<file path="src/rtl/ps2_key_event_ctrl_pkg.sv">
// Shared PS/2 keyboard definitions: scan codes, key indices, prefix FSM states and the key lookup.
// Game logic imports this package to decode ev_key.
package ps2_key_event_ctrl_pkg;

  localparam logic [7:0] CODE_SPACE = 8'h29;
  localparam logic [7:0] CODE_ENTER = 8'h5A;
  localparam logic [7:0] CODE_ESC   = 8'h76;
  localparam logic [7:0] CODE_UP    = 8'h75;
  localparam logic [7:0] CODE_DOWN  = 8'h72;
  localparam logic [7:0] CODE_LEFT  = 8'h6B;
  localparam logic [7:0] CODE_RIGHT = 8'h74;
  localparam logic [7:0] CODE_EXT   = 8'hE0;
  localparam logic [7:0] CODE_BRK   = 8'hF0;

  localparam int unsigned KEY_COUNT = 7;

  localparam logic [2:0] KEY_SPACE = 3'd0;
  localparam logic [2:0] KEY_ENTER = 3'd1;
  localparam logic [2:0] KEY_ESC   = 3'd2;
  localparam logic [2:0] KEY_UP    = 3'd3;
  localparam logic [2:0] KEY_DOWN  = 3'd4;
  localparam logic [2:0] KEY_LEFT  = 3'd5;
  localparam logic [2:0] KEY_RIGHT = 3'd6;

  typedef enum logic [1:0] {StIdle, StExt, StBrk, StExtBrk} prefix_state_e;

  typedef struct packed {
    logic [2:0] key;
    logic       make;
  } key_event_t;

  typedef struct packed {
    logic       hit;
    logic [2:0] idx;
  } key_hit_t;

  // Extended keys only match with the E0 prefix, base keys only without it.
  function automatic key_hit_t lookup_key(input logic [7:0] code, input logic ext);
    key_hit_t res;
    res.hit = 1'b0;
    res.idx = KEY_SPACE;
    if (!ext) begin
      case (code)
        CODE_SPACE: begin res.hit = 1'b1; res.idx = KEY_SPACE; end
        CODE_ENTER: begin res.hit = 1'b1; res.idx = KEY_ENTER; end
        CODE_ESC:   begin res.hit = 1'b1; res.idx = KEY_ESC;   end
        default:    res.hit = 1'b0;
      endcase
    end else begin
      case (code)
        CODE_UP:    begin res.hit = 1'b1; res.idx = KEY_UP;    end
        CODE_DOWN:  begin res.hit = 1'b1; res.idx = KEY_DOWN;  end
        CODE_LEFT:  begin res.hit = 1'b1; res.idx = KEY_LEFT;  end
        CODE_RIGHT: begin res.hit = 1'b1; res.idx = KEY_RIGHT; end
        default:    res.hit = 1'b0;
      endcase
    end
    return res;
  endfunction

endpackage

</file>
<file path="src/rtl/ps2_key_event_ctrl_fifo.sv">
// Key event queue: FIFO_DEPTH entries of {key, make}, valid/ready pop, drop-on-full with sticky
// overflow. Simultaneous push and pop is always accepted, even when full.
module ps2_key_event_ctrl_fifo
  import ps2_key_event_ctrl_pkg::*;
#(
  parameter int unsigned FIFO_DEPTH = 4
) (
  input  logic       i_clk,
  input  logic       i_reset,
  input  logic       i_push,
  input  key_event_t i_data,
  input  logic       i_ready,
  output logic       o_valid,
  output key_event_t o_data,
  output logic       o_overflow
);

  localparam int unsigned AW = (FIFO_DEPTH > 1) ? $clog2(FIFO_DEPTH) : 1;
  localparam int unsigned CW = AW + 1;
  localparam logic [AW-1:0] PtrOne  = 1;
  localparam logic [CW-1:0] CntOne  = 1;
  localparam logic [CW-1:0] CntFull = CW'(FIFO_DEPTH);

  key_event_t    r_mem [FIFO_DEPTH];
  logic [AW-1:0] r_wr_ptr;
  logic [AW-1:0] r_rd_ptr;
  logic [CW-1:0] r_count;
  logic          r_overflow;

  logic w_full;
  logic w_pop;
  logic w_push_ok;

  assign o_valid    = (r_count != '0);
  assign o_data     = r_mem[r_rd_ptr];
  assign o_overflow = r_overflow;
  assign w_full     = (r_count == CntFull);
  assign w_pop      = o_valid & i_ready;
  // When full, the slot being popped is the one written, so push-with-pop is still safe.
  assign w_push_ok  = i_push & (~w_full | w_pop);

  // Storage write; contents are don't-care while the entry is not counted.
  always_ff @(posedge i_clk) begin
    if (w_push_ok) r_mem[r_wr_ptr] <= i_data;
  end

  // Pointers, occupancy and sticky overflow.
  always_ff @(posedge i_clk) begin
    if (i_reset) begin
      r_wr_ptr   <= '0;
      r_rd_ptr   <= '0;
      r_count    <= '0;
      r_overflow <= 1'b0;
    end else begin
      if (w_push_ok) r_wr_ptr <= r_wr_ptr + PtrOne;
      if (w_pop)     r_rd_ptr <= r_rd_ptr + PtrOne;
      case ({w_push_ok, w_pop})
        2'b10:   r_count <= r_count + CntOne;
        2'b01:   r_count <= r_count - CntOne;
        default: r_count <= r_count;
      endcase
      if (i_push && !w_push_ok) r_overflow <= 1'b1;
    end
  end

endmodule

</file>
<file path="src/rtl/ps2_key_event_ctrl.sv">
// PS/2 keyboard sequencer: detects new bytes, acks the core (with re-ack on timeout), decodes the
// E0/F0 prefix stream into held-key levels and queues press/release events for game logic.
module ps2_key_event_ctrl
  import ps2_key_event_ctrl_pkg::*;
#(
  parameter int unsigned FIFO_DEPTH  = 4,
  parameter int unsigned ACK_TIMEOUT = 1023
) (
  input  logic                 i_clk,
  input  logic                 i_reset,
  input  logic                 i_scan_ready,
  input  logic [7:0]           i_scan_code,
  output logic                 o_read,
  output logic [KEY_COUNT-1:0] o_key_held,
  output logic                 o_ev_valid,
  output logic [2:0]           o_ev_key,
  output logic                 o_ev_make,
  input  logic                 i_ev_ready,
  output logic                 o_overflow,
  output logic                 o_protocol_err
);

  localparam logic [9:0] AckLast = 10'(ACK_TIMEOUT - 1);
  localparam logic [9:0] AckOne  = 10'd1;

  logic                 r_scan_ready_q;
  logic                 r_read;
  logic                 r_wait;
  logic [9:0]           r_ack_cnt;
  prefix_state_e        r_state;
  logic [KEY_COUNT-1:0] r_key_held;
  logic                 r_protocol_err;

  logic                 w_accept;
  logic                 w_timeout;
  logic                 w_illegal;
  logic                 w_decode;
  logic                 w_is_make;
  logic                 w_is_ext;
  key_hit_t             w_hit;
  prefix_state_e        w_next_state;
  logic [KEY_COUNT-1:0] w_key_held_d;
  logic                 w_push;
  key_event_t           w_push_data;
  key_event_t           w_head;

  assign w_accept  = i_scan_ready & ~r_scan_ready_q;
  // Core still shows the same byte ACK_TIMEOUT cycles after our ack: it missed it, ack again.
  assign w_timeout = r_wait & i_scan_ready & ~w_accept & (r_ack_cnt == AckLast);

  // Edge detect, read ack and ack-timeout counter.
  always_ff @(posedge i_clk) begin
    if (i_reset) begin
      r_scan_ready_q <= 1'b0;
      r_read         <= 1'b0;
      r_wait         <= 1'b0;
      r_ack_cnt      <= '0;
    end else begin
      r_scan_ready_q <= i_scan_ready;
      r_read         <= w_accept | w_timeout;
      if (w_accept) begin
        r_wait    <= 1'b1;
        r_ack_cnt <= '0;
      end else if (!i_scan_ready) begin
        r_wait    <= 1'b0;
        r_ack_cnt <= '0;
      end else if (r_wait) begin
        if (w_timeout)                r_ack_cnt <= '0;
        else if (r_ack_cnt != 10'h3FF) r_ack_cnt <= r_ack_cnt + AckOne;
      end
    end
  end

  // Prefix decode of the accepted byte and resulting key_held / event push.
  always_comb begin
    w_illegal    = 1'b0;
    w_decode     = 1'b0;
    w_is_make    = 1'b1;
    w_is_ext     = 1'b0;
    w_next_state = StIdle;
    if (i_scan_code == CODE_EXT && r_state != StIdle) w_illegal = 1'b1;
    if (i_scan_code == CODE_BRK && (r_state == StBrk || r_state == StExtBrk)) w_illegal = 1'b1;
    // An illegal prefix abandons the sequence; the next byte is decoded from IDLE.
    if (!w_illegal) begin
      unique case (r_state)
        StIdle: begin
          if (i_scan_code == CODE_EXT)      w_next_state = StExt;
          else if (i_scan_code == CODE_BRK) w_next_state = StBrk;
          else w_decode = 1'b1;
        end
        StExt: begin
          if (i_scan_code == CODE_BRK) w_next_state = StExtBrk;
          else begin
            w_decode = 1'b1;
            w_is_ext = 1'b1;
          end
        end
        StBrk: begin
          w_decode  = 1'b1;
          w_is_make = 1'b0;
        end
        StExtBrk: begin
          w_decode  = 1'b1;
          w_is_make = 1'b0;
          w_is_ext  = 1'b1;
        end
        default: w_next_state = StIdle;
      endcase
    end
    w_hit        = lookup_key(i_scan_code, w_is_ext);
    w_key_held_d = r_key_held;
    w_push       = 1'b0;
    w_push_data  = '{key: w_hit.idx, make: w_is_make};
    if (w_accept && w_decode && w_hit.hit) begin
      if (w_is_make && !r_key_held[w_hit.idx]) begin
        w_key_held_d[w_hit.idx] = 1'b1;
        w_push                  = 1'b1;
      end else if (!w_is_make && r_key_held[w_hit.idx]) begin
        w_key_held_d[w_hit.idx] = 1'b0;
        w_push                  = 1'b1;
      end
    end
  end

  // Prefix FSM state, held-key levels and sticky protocol error.
  always_ff @(posedge i_clk) begin
    if (i_reset) begin
      r_state        <= StIdle;
      r_key_held     <= '0;
      r_protocol_err <= 1'b0;
    end else begin
      if (w_accept) begin
        r_state    <= w_next_state;
        r_key_held <= w_key_held_d;
      end
      if ((w_accept && w_illegal) || w_timeout) r_protocol_err <= 1'b1;
    end
  end

  ps2_key_event_ctrl_fifo #(
    .FIFO_DEPTH(FIFO_DEPTH)
  ) u_fifo (
    .i_clk     (i_clk),
    .i_reset   (i_reset),
    .i_push    (w_push),
    .i_data    (w_push_data),
    .i_ready   (i_ev_ready),
    .o_valid   (o_ev_valid),
    .o_data    (w_head),
    .o_overflow(o_overflow)
  );

  assign o_read         = r_read;
  assign o_key_held     = r_key_held;
  assign o_ev_key       = w_head.key;
  assign o_ev_make      = w_head.make;
  assign o_protocol_err = r_protocol_err;

endmodule

</file>
<file path="config.mk">
export PLATFORM = sky130hd
export DESIGN_NAME = ps2_key_event_ctrl
export DESIGN_NICKNAME = d
export VERILOG_FILES = /design/src/rtl/ps2_key_event_ctrl_pkg.sv /design/src/rtl/ps2_key_event_ctrl_fifo.sv /design/src/rtl/ps2_key_event_ctrl.sv
export SDC_FILE = /design/constraint.sdc
export NUM_CORES = 1
export LEC_CHECK = 0
export BUFFER_PORTS_ARGS = -buffer_cell sky130_fd_sc_hd__clkbuf_2
export CAP_MARGIN = 20
export CORE_ASPECT_RATIO = 2
export CORE_MARGIN = 2
export CORE_UTILIZATION = 58
export CTS_CLUSTER_SIZE = 12
export DETAILED_ROUTE_END_ITERATION = 16
export GPL_ROUTABILITY_DRIVEN = 0
export PLACE_DENSITY_LB_ADDON = 0.1
export SLEW_MARGIN = 25
export SYNTH_ARGS = -nofsm -noshare
export SYNTH_HDL_FRONTEND = slang
export SYNTH_SLANG_ARGS = --single-unit
</file>
<file path="constraint.sdc">
create_clock -name i_clk -period 4.9 [get_ports i_clk]
set_clock_uncertainty 0.05 [all_clocks]
set_input_delay 0.49 -clock i_clk [delete_from_list [all_inputs] [get_ports i_clk]]
set_output_delay 0.49 -clock i_clk [all_outputs]
set_load 0.02 [all_outputs]
</file>
==> results of run 1 <==
-- through the flow --
step           setup slack, ns  total power, W  area (µm²)  hold slack (ns)
2_1_floorplan           0.7276       0.0004577        2535           0.4036
3_3_place_gp            0.6711       0.0004701        2706           0.4018
3_5_place_dp            0.4382       0.0004717        2706           0.4243
4_1_cts                 0.7647       0.0007132        2801           0.4413
5_1_grt                 0.3887       0.0007318        2801           0.4548
6_report                0.7278       0.0007065        2801           0.4351
-- cells by family after synthesis --
group	synth area share
flip-flops	0.4501
AO/OA/AOI/OAI	0.09872
XOR/XNOR	0.03455
AND/OR/NAND/NOR	0.2651
multiplexers	0.07947
buffers and inverters	0.02961
adder cells (fa/ha/maj)	0.04245
-- power groups by stage --
stage                logic, W  registers, W  clock network [W]
floorplan           0.0000274      0.000430                  0
global placement    0.0000400      0.000430                  0
detailed placement  0.0000414      0.000430                  0
CTS                 0.0000413      0.000421           0.000251
global route        0.0000454      0.000421           0.000265
finish              0.0000413      0.000421           0.000244
-- worst min-delay path, delay by kind of cell (launching register included) --
family / cells / cell delay [ns]
AND/OR/NAND/NOR: 1 / 0.07
AO/OA/AOI/OAI: 1 / 0.04
flip-flops: 1 / 0.34
-- area by class of cell --
cell class	count	area, µm²
flip-flops and latches	49	1141
clock inverters	3	26.28
inverters	11	41.29
clock buffers	5	68.82
fillers	374	1453
multi-input cells	181	1319
repair buffers	27	137.6
well taps	54	67.56
-- routing by layer --
layer	track usage	vias up	wire length [µm]
li1	-	968	-
met1	0.2551	902	2005
met2	0.3492	47	2340
met3	0.02923	6	165
met4	0.07692	0	78
met5	0	-	0
-- worst max path at each step --
stage	endpoint	slack, ns	depth (start not counted)
after floorplan	u_fifo.r_count[2]	0.73	17
after global placement	u_fifo.r_count[2]	0.67	17
after detailed placement	u_fifo.r_count[2]	0.44	17
after CTS	u_fifo.r_count[2]	0.76	17
after global routing	u_fifo.r_count[2]	0.39	17
final	u_fifo.r_count[2]	0.73	17
-- cell usage in the layout, fill, tap and decap left out, types with 7 or more instances in the layout --
cell type / instances
nor3_1: 10
nand3_1: 14
mux2i_1: 10
nand2b_1: 11
clkbuf_2: 26
nand2_1: 13
inv_1: 11
a21oi_1: 10
nor2_1: 25
edfxtp_1: 16
ha_1: 7
dfxtp_1: 33
==> flow_summary.yaml, run 1 <==
clock_tree:
  post_cts_resized: 0
  cts.htree.levels: 2
  cts-hold-fix-buffers: 0
  ctsLongestPathBuffers: 2
  cts_root_buffer: "clkbuf_8"
  clkSinkCount: 49
  cts_tree: "done"
  clk_latency_ns: 0.30
  postCtsSetupBuffers: 0
  numCtsBuffers: 5
  clk_pin_slew_ns: 0.10
detailed_routing:
  post_drt_wl_per_cell_um: 13.91
  wl_um: 4590
  via_count: 1923
  drt-initial-drc-count: 48
  viasPerCell: 5.827
  drc: 0
  ant_nets: 0
  dr.pass1.iters: 4
worst_setup_path:
  cpPeakStageDelay_ns: 0.49
  r2r_end: "u_fifo.r_count[2]"
  start_kind: "input port"
  timing.rr.start: "r_state[0]"
  path_cells: "clkbuf_2, nand4b_2, o32ai_1, nand3_1, o31ai_2, a221o_1, o22a_1, ha_1, a211oi_1, o31ai_2, nor2_1, nor2_1, fa_1, nor2_1, o21a_1, a31oi_1, mux2_1"
  path_max_fanout: 6
  crit_path_start: "i_scan_code[7]"
  critical_path_buf_inv_count: 1
  crit_top_cell: "nor2_1"
  slowest_stage: "o32ai_1"
  critPathArrivalTime_ns: 4.32
  cp_data_required_time_ns: 5.05
  cp_top_family: "compound AO/OA/AOI/OAI gates"
  cp-end-kind: "register"
  critical_path_class: "input port to register"
  r2r_slack_ns: 0.92
  r2r_cells: 16
sta:
  rsz0062_at_grt: "false"
  fin_crit_ns: 4.172
  setup_viol: 0
  relSlewSlack: 0.5092
  period_share: 0.8515
  hold_viol: 0
  slew_viol_final: 0
  setup_tns_ns: 0
  max_clock_freq_mhz: 239.7
  worstMarginPinSlew_ns: 0.7259
layout:
  instances_no_fill: 330
  antenna-diode-count: 0
  drive_above_1_share: 0.1775
  area_growth_pct: 10.51
  final_util: 0.6585
  finalNetCount: 295
synthesis:
  syn_inst: 249
  ys_seq_area_frac: 0.4501
  syn_avg_cell_area_um2: 10.18
  synth_edf_count: 16
  yosys_warnings: 0
  yosysTopAreaCell: "dfxtp_1"
  synthTopCellsByCount: "33 x dfxtp_1, 25 x nor2_1, 16 x edfxtp_1"
  synth-seq-cells: 49
  synthArstFlopShare: 0
  syn_area_um2: 2535
  synth_top_area_frac: 0.2606
  yosys-top-cells-area: "dfxtp_1 26%, edfxtp_1 19%, mux2i_1 3.9%"
  yosysUniqueCellTypes: 53
  synth_nets: 269
  synth-main-ff-cell: "dfxtp_1"
  yosysMostFrequentCell: "dfxtp_1"
pwr:
  pwr-share-clk: 0.346
  switchingPower_w: 0.0001689
  vdd_drop_max_uv: 280.0
  p_sw_frac: 0.2390
  internal-power_w: 0.0005376
  powerDensity_nw_per_um2: 252.2
  p_comb_frac: 0.058
  cellLeakagePower_nw: 0.9918
  p_seq_frac: 0.596
flow_run:
  maxCapViolations: 0
global_routing:
  grt.overflow.total: 0
  grt_max_degree: 30
  antenna_found_initial: 0
  grt_pass1_vias: 1775
  grt_use_total: 0.2045
  grt_pass1_wl_um: 7852
placed_design:
  io_buffers: 26
  detailed_place_hpwl_um: 3502
  dp_cells: 322
hold_path:
  hold_start: "u_fifo.o_overflow"
  hold_end: "u_fifo.o_overflow"
  hp-class: "register to register"
  holdPathStages: 2
floorplan:
  num_rows: 34
  die_x_um: 50.75
  start_util: 0.5959
  io-pin-count: 27
  coreArea_um2: 4254
  die_h_um: 97.50
  die-area_um2: 4947
run_status:
  status: "complete, no violations"
Power figures use the tool's default switching activity.
==> run 2: changes to the inputs <==
--- a/config.mk
+++ b/config.mk
@@ -13,6 +13,7 @@
 export CTS_CLUSTER_SIZE = 12
 export DETAILED_ROUTE_END_ITERATION = 16
 export GPL_ROUTABILITY_DRIVEN = 0
+export MAX_ROUTING_LAYER = met4
 export PLACE_DENSITY_LB_ADDON = 0.1
 export SLEW_MARGIN = 25
 export SYNTH_ARGS = -nofsm -noshare
==> flow_summary.yaml, run 2 (synthesis results as in run 1) <==
run_status:
  status: "complete, no violations"
worst_setup_path:
  critPathArrivalTime_ns: 4.33
  path_cells: "clkbuf_2, nand4b_2, o32ai_1, nand3_1, o31ai_2, a221o_1, o22a_1, ha_1, a211oi_1, o31ai_2, nor2_1, nor2_1, fa_1, nor2_1, o21a_1, a31oi_1, mux2_1"
  cpPeakStageDelay_ns: 0.49
  critical_path_buf_inv_count: 1
  cp_top_family: "compound AO/OA/AOI/OAI gates"
  crit_top_cell: "nor2_1"
  start_kind: "input port"
  critical_path_class: "input port to register"
  path_max_fanout: 6
  cp_data_required_time_ns: 5.05
  slowest_stage: "o32ai_1"
  cp-end-kind: "register"
layout:
  final_util: 0.6585
  instances_no_fill: 330
  antenna-diode-count: 0
  layout_common_cells: "33 x dfxtp_1, 26 x clkbuf_2, 25 x nor2_1, 16 x edfxtp_1, 14 x nand3_1"
  final_common_cell: "dfxtp_1"
  finalNetCount: 295
  drive_above_1_share: 0.1775
  fillerInstances: 374
  area_growth_pct: 10.51
clock_tree:
  cts.htree.levels: 2
  cts-hold-fix-buffers: 0
  cts_root_buffer: "clkbuf_8"
  clk_latency_ns: 0.30
  post_cts_resized: 0
  cts_tree: "done"
  numCtsBuffers: 5
  ctsLongestPathBuffers: 2
  clkSinkCount: 49
  postCtsSetupBuffers: 0
  clk_pin_slew_ns: 0.10
sta:
  setup_viol: 0
  setup_tns_ns: 0
  fin_crit_ns: 4.175
  hold_viol: 0
  relSlewSlack: 0.5106
  max_clock_freq_mhz: 239.5
  rsz0062_at_grt: "false"
  worstMarginPinSlew_ns: 0.7239
  period_share: 0.8520
  slew_viol_final: 0
detailed_routing:
  wl_um: 4587
  viasPerCell: 5.812
  post_drt_wl_per_cell_um: 13.90
  via_count: 1918
  ant_nets: 0
  drt-initial-drc-count: 49
  drc: 0
  dr.pass1.iters: 4
floorplan:
  io-pin-count: 27
  die_x_um: 50.75
  die-area_um2: 4947
  die_h_um: 97.50
  start_util: 0.5959
  num_rows: 34
  coreArea_um2: 4254
pwr:
  cellLeakagePower_nw: 0.9918
  p_sw_frac: 0.2389
  powerDensity_nw_per_um2: 252.2
  p_seq_frac: 0.596
  internal-power_w: 0.0005376
  p_comb_frac: 0.058
  pwr-share-clk: 0.346
  switchingPower_w: 0.0001688
  vdd_drop_max_uv: 280.0
global_routing:
  grt_max_degree: 30
  grt.overflow.total: 0
  grt_pass1_vias: 1774
  antenna_found_initial: 0
  grt_pass1_wl_um: 7866
  grt_use_total: 0.2103
hold_path:
  hp-class: "register to register"
flow_run:
  maxCapViolations: 0
placed_design:
  io_buffers: 26
  dp_cells: 322
  detailed_place_hpwl_um: 3502
==> run 2: cell counts in the layout (fill, tap and decap cells not counted) <==
No cell type changed its count.
==> run 2: worst paths after layout <==
check / from / cells after the start / endpoint / slack [ns]
hold reg to reg: u_fifo.o_overflow / 2 / u_fifo.o_overflow / 0.44
setup reg to reg: r_state[0] / 16 / u_fifo.r_count[2] / 0.91
hold / removal: u_fifo.o_overflow / 2 / u_fifo.o_overflow / 0.44
setup / recovery: i_scan_code[7] / 17 / u_fifo.r_count[2] / 0.73
==> run 2: area by class of cell <==
cell class | count | area (µm²) | area share
clock buffer | 5 | 68.82 | 0.02456
clock inverter | 3 | 26.28 | 0.009379
inverter | 11 | 41.29 | 0.01474
multi-input combinational | 181 | 1319 | 0.4707
sequential | 49 | 1141 | 0.4073
tap | 54 | 67.56 | 0.02412
timing repair buffer | 27 | 137.6 | 0.04913
==> run 2: metal layers <==
metal / vias to the layer above / part of all wire / GRT usage
li1: 969 / - / -
met1: 898 / 0.44 / 0.2561
met2: 45 / 0.51 / 0.3492
met3: 6 / 0.035 / 0.02923
met4: 0 / 0.017 / 0.07692
met5: - / 0 / -
==> run 2: stage by stage <==
step | cell area, µm² | total power [W] | hold WS (ns) | setup WS, ns
3_3_place_gp | 2706 | 0.0004701 | 0.4018 | 0.6711
5_1_grt | 2801 | 0.0007326 | 0.4548 | 0.3887
2_1_floorplan | 2535 | 0.0004577 | 0.4036 | 0.7276
3_5_place_dp | 2706 | 0.0004717 | 0.4243 | 0.4382
4_1_cts | 2801 | 0.0007132 | 0.4413 | 0.7647
6_report | 2801 | 0.0007064 | 0.4352 | 0.7250
==> run 2: worst register-to-register path: cells and delay by family (launching register included) <==
family | cells | cell delay [ns]
flops | 1 | 0.43
mux | 1 | 0.33
simple gates | 4 | 0.79
compound gates | 8 | 1.39
buf+inv | 1 | 0.16
fa+ha+maj | 2 | 0.74
==> run 2: power by group through the flow <==
| stage | Combinational, W | Clock (W) | Sequential [W] |
|---|---|---|---|
| after global routing | 0.0000454 | 0.000266 | 0.000421 |
| final | 0.0000413 | 0.000244 | 0.000421 |
| after floorplan | 0.0000274 | 0 | 0.000430 |
| after CTS | 0.0000413 | 0.000251 | 0.000421 |
| after global placement | 0.0000400 | 0 | 0.000430 |
| after detailed placement | 0.0000414 | 0 | 0.000430 |
==> run 3: changes to the inputs <==
--- a/config.mk
+++ b/config.mk
@@ -5,6 +5,7 @@
 export SDC_FILE = /design/constraint.sdc
 export NUM_CORES = 1
 export LEC_CHECK = 0
+export ABC_AREA = 1
 export BUFFER_PORTS_ARGS = -buffer_cell sky130_fd_sc_hd__clkbuf_2
 export CAP_MARGIN = 20
 export CORE_ASPECT_RATIO = 2
==> flow_summary.yaml, run 3 <==
run_status:
  status: "complete, no violations"
sta:
  rsz0062_at_grt: "false"
  setup_viol: 0
  relSlewSlack: 0.6916
  worstMarginPinSlew_ns: 0.4609
  max_clock_freq_mhz: 285.2
  hold_slack_ns: 0.3825
  fin_crit_ns: 3.506
  hold_viol: 0
  period_share: 0.7155
  slew_viol_final: 0
  setup_tns_ns: 0
layout:
  layout_common_cells: "62 x nor2_1, 59 x nand2_1, 41 x inv_1, 33 x dfxtp_1, 27 x clkbuf_2"
  fillerInstances: 407
  multiInputGateArea_um2: 1276
  final_common_cell: "nor2_1"
  register_area_um2: 1141
  design_area_um2: 2884
  drive_above_1_share: 0.1850
  finalNetCount: 392
  area_growth_pct: 10.02
  antenna-diode-count: 0
worst_setup_path:
  start_kind: "input port"
  path_max_fanout: 11
  r2r_slack_ns: 1.62
  critical_path_buf_inv_count: 5
  cp_top_family: "simple AND/OR/NAND/NOR gates"
  cp_data_required_time_ns: 4.81
  crit_top_cell: "nand2_2"
  slowest_stage: "nor2_1"
  cp-end-kind: "register"
  critical_path_class: "input port to register"
  path_cells: "clkbuf_2, inv_1, nand2_2, nor2_4, nand2_4, nand3_4, inv_4, nand2_2, nand2_4, inv_4, nor2_1, o21ai_0, nand2_1, nand2_1, nand2_1, ha_1, nor2_1, nand3_1, a21oi_2, nand2_2, inv_1, nand2_2, nor2_1"
  critPathArrivalTime_ns: 3.41
  cpPeakStageDelay_ns: 0.33
pwr:
  powerDensity_nw_per_um2: 269.3
  vdd_drop_max_uv: 270.7
  cellLeakagePower_nw: 1.191
placed_design:
  detailed_place_hpwl_um: 4282
  post_dp_cell_area_um2: 2800
  io_buffers: 26
global_routing:
  antenna_found_initial: 0
  grt_use_total: 0.2364
  grt_pass1_wl_um: 8990
  grt_pass1_vias: 2234
  grt_max_degree: 15
  grt.overflow.total: 0
synthesis:
  yosysUniqueCellTypes: 34
  ys_seq_area_frac: 0.4353
  yosysTopAreaCell: "dfxtp_1"
  synthArstFlopShare: 0
  synth-seq-cells: 49
  syn_avg_cell_area_um2: 7.665
  synthTopCellsByCount: "62 x nor2_1, 59 x nand2_1, 41 x inv_1"
  yosys-top-cells-area: "dfxtp_1 25%, edfxtp_1 18%, nor2_1 8.9%"
  synth_nets: 362
  yosys_warnings: 0
  yosysMostFrequentCell: "nor2_1"
  synth_top_area_frac: 0.2520
  synth-main-ff-cell: "dfxtp_1"
  synth_edf_count: 16
  syn_area_um2: 2621
  syn_inst: 342
flow_run:
  maxCapViolations: 0
clock_tree:
  clkSinkCount: 49
  ctsLongestPathBuffers: 2
  cts.htree.levels: 2
  cts-hold-fix-buffers: 0
  clk_pin_slew_ns: 0.08
  clk_latency_ns: 0.30
  numCtsBuffers: 5
  cts_root_buffer: "clkbuf_8"
  cts_tree: "done"
  post_cts_resized: 0
  postCtsSetupBuffers: 0
detailed_routing:
  dr.pass1.iters: 4
  post_drt_wl_per_cell_um: 12.45
  wl_um: 5315
  drt-initial-drc-count: 28
  via_count: 2282
  viasPerCell: 5.344
  ant_nets: 0
  drc: 0
floorplan:
  io-pin-count: 27
  num_rows: 34
  start_util: 0.6041
  die_x_um: 51.54
  die_h_um: 99.07
  die-area_um2: 5106
  coreArea_um2: 4339
hold_path:
  hp-class: "register to register"
run 3: changes by cell type after synthesis, moves of 5 or more:
cell	delta
nand2_1	+46
nor2_1	+37
inv_1	+30
o21ai_0	+22
nand2b_1	-11
mux2i_1	-10
a21oi_1	+9
nand2_2	+8
nand2_4	+7
xnor2_1	-6
inv_2	+5
or3_1	-5
run 3: where the power goes:
group,total [W],internal [W],switching [W]
Clock,0.000230,0.000103,0.000126
Combinational,0.000108,0.0000353,0.0000730
Sequential,0.000438,0.000427,0.0000115
run 3: worst register-to-register path: stages (launching register included):
cell and delay, ns:
dfxtp_1 0.41, nand3_4 0.17, o21ai_2 0.38, inv_2 0.12, o21ai_1 0.09, nand2_1 0.06, nand2_1 0.07, nand2_1 0.06
ha_1 0.26, nor2_1 0.10, nand3_1 0.09, a21oi_2 0.15, nand2_2 0.21, inv_1 0.25, nand2_2 0.14, nor2_1 0.34
run 3: metrics by stage:
step           std cells    util  total power, W  setup slack, ns
4_1_cts              427  0.6646       0.0007864            1.394
2_1_floorplan        342       -       0.0005246            1.483
6_report             427  0.6646       0.0007765            1.394
3_5_place_dp         419  0.6453       0.0005574            1.066
5_1_grt              427  0.6646       0.0008122            1.025
3_3_place_gp         419  0.6453       0.0005544            1.145
run 3: path summary, 6_finish.rpt:
kind / start / to / cells past startpoint
worst min register to register: r_scan_ready_q / r_wait / 1
worst max register to register: r_state[0] / u_fifo.r_mem[0][3] / 15
worst max-delay path: i_scan_code[2] / u_fifo.r_mem[0][3] / 23
worst min-delay path: r_scan_ready_q / r_wait / 1
run 3: area by class of cell:
| type | count | area share |
|---|---|---|
| Tap cell | 54 | 0.02343 |
| Clock inverter | 1 | 0.002169 |
| Multi-Input combinational cell | 242 | 0.4425 |
| Inverter | 48 | 0.06421 |
| Sequential cell | 49 | 0.3957 |
| Clock buffer | 7 | 0.02690 |
| Timing Repair Buffer | 26 | 0.04512 |
run 3: layer usage:
| metal | wire (µm) | share of wire | track usage | up-vias |
|---|---|---|---|---|
| met1 | 2004 | 0.38 | 0.2199 | 1040 |
| met3 | 156 | 0.029 | 0.03485 | 15 |
| met2 | 2970 | 0.56 | 0.4369 | 47 |
| met5 | 0 | 0 | - | - |
| li1 | - | - | - | 1180 |
| met4 | 183 | 0.034 | 0.1275 | 0 |
run 3: kinds of logic after synthesis:
group,count (synthesis),synth area share
buf+inv,51,0.07781
xor+xnor,1,0.003342
flops,49,0.4353
compound gates,61,0.1317
simple gates,172,0.3107
fa+ha+maj,8,0.04105
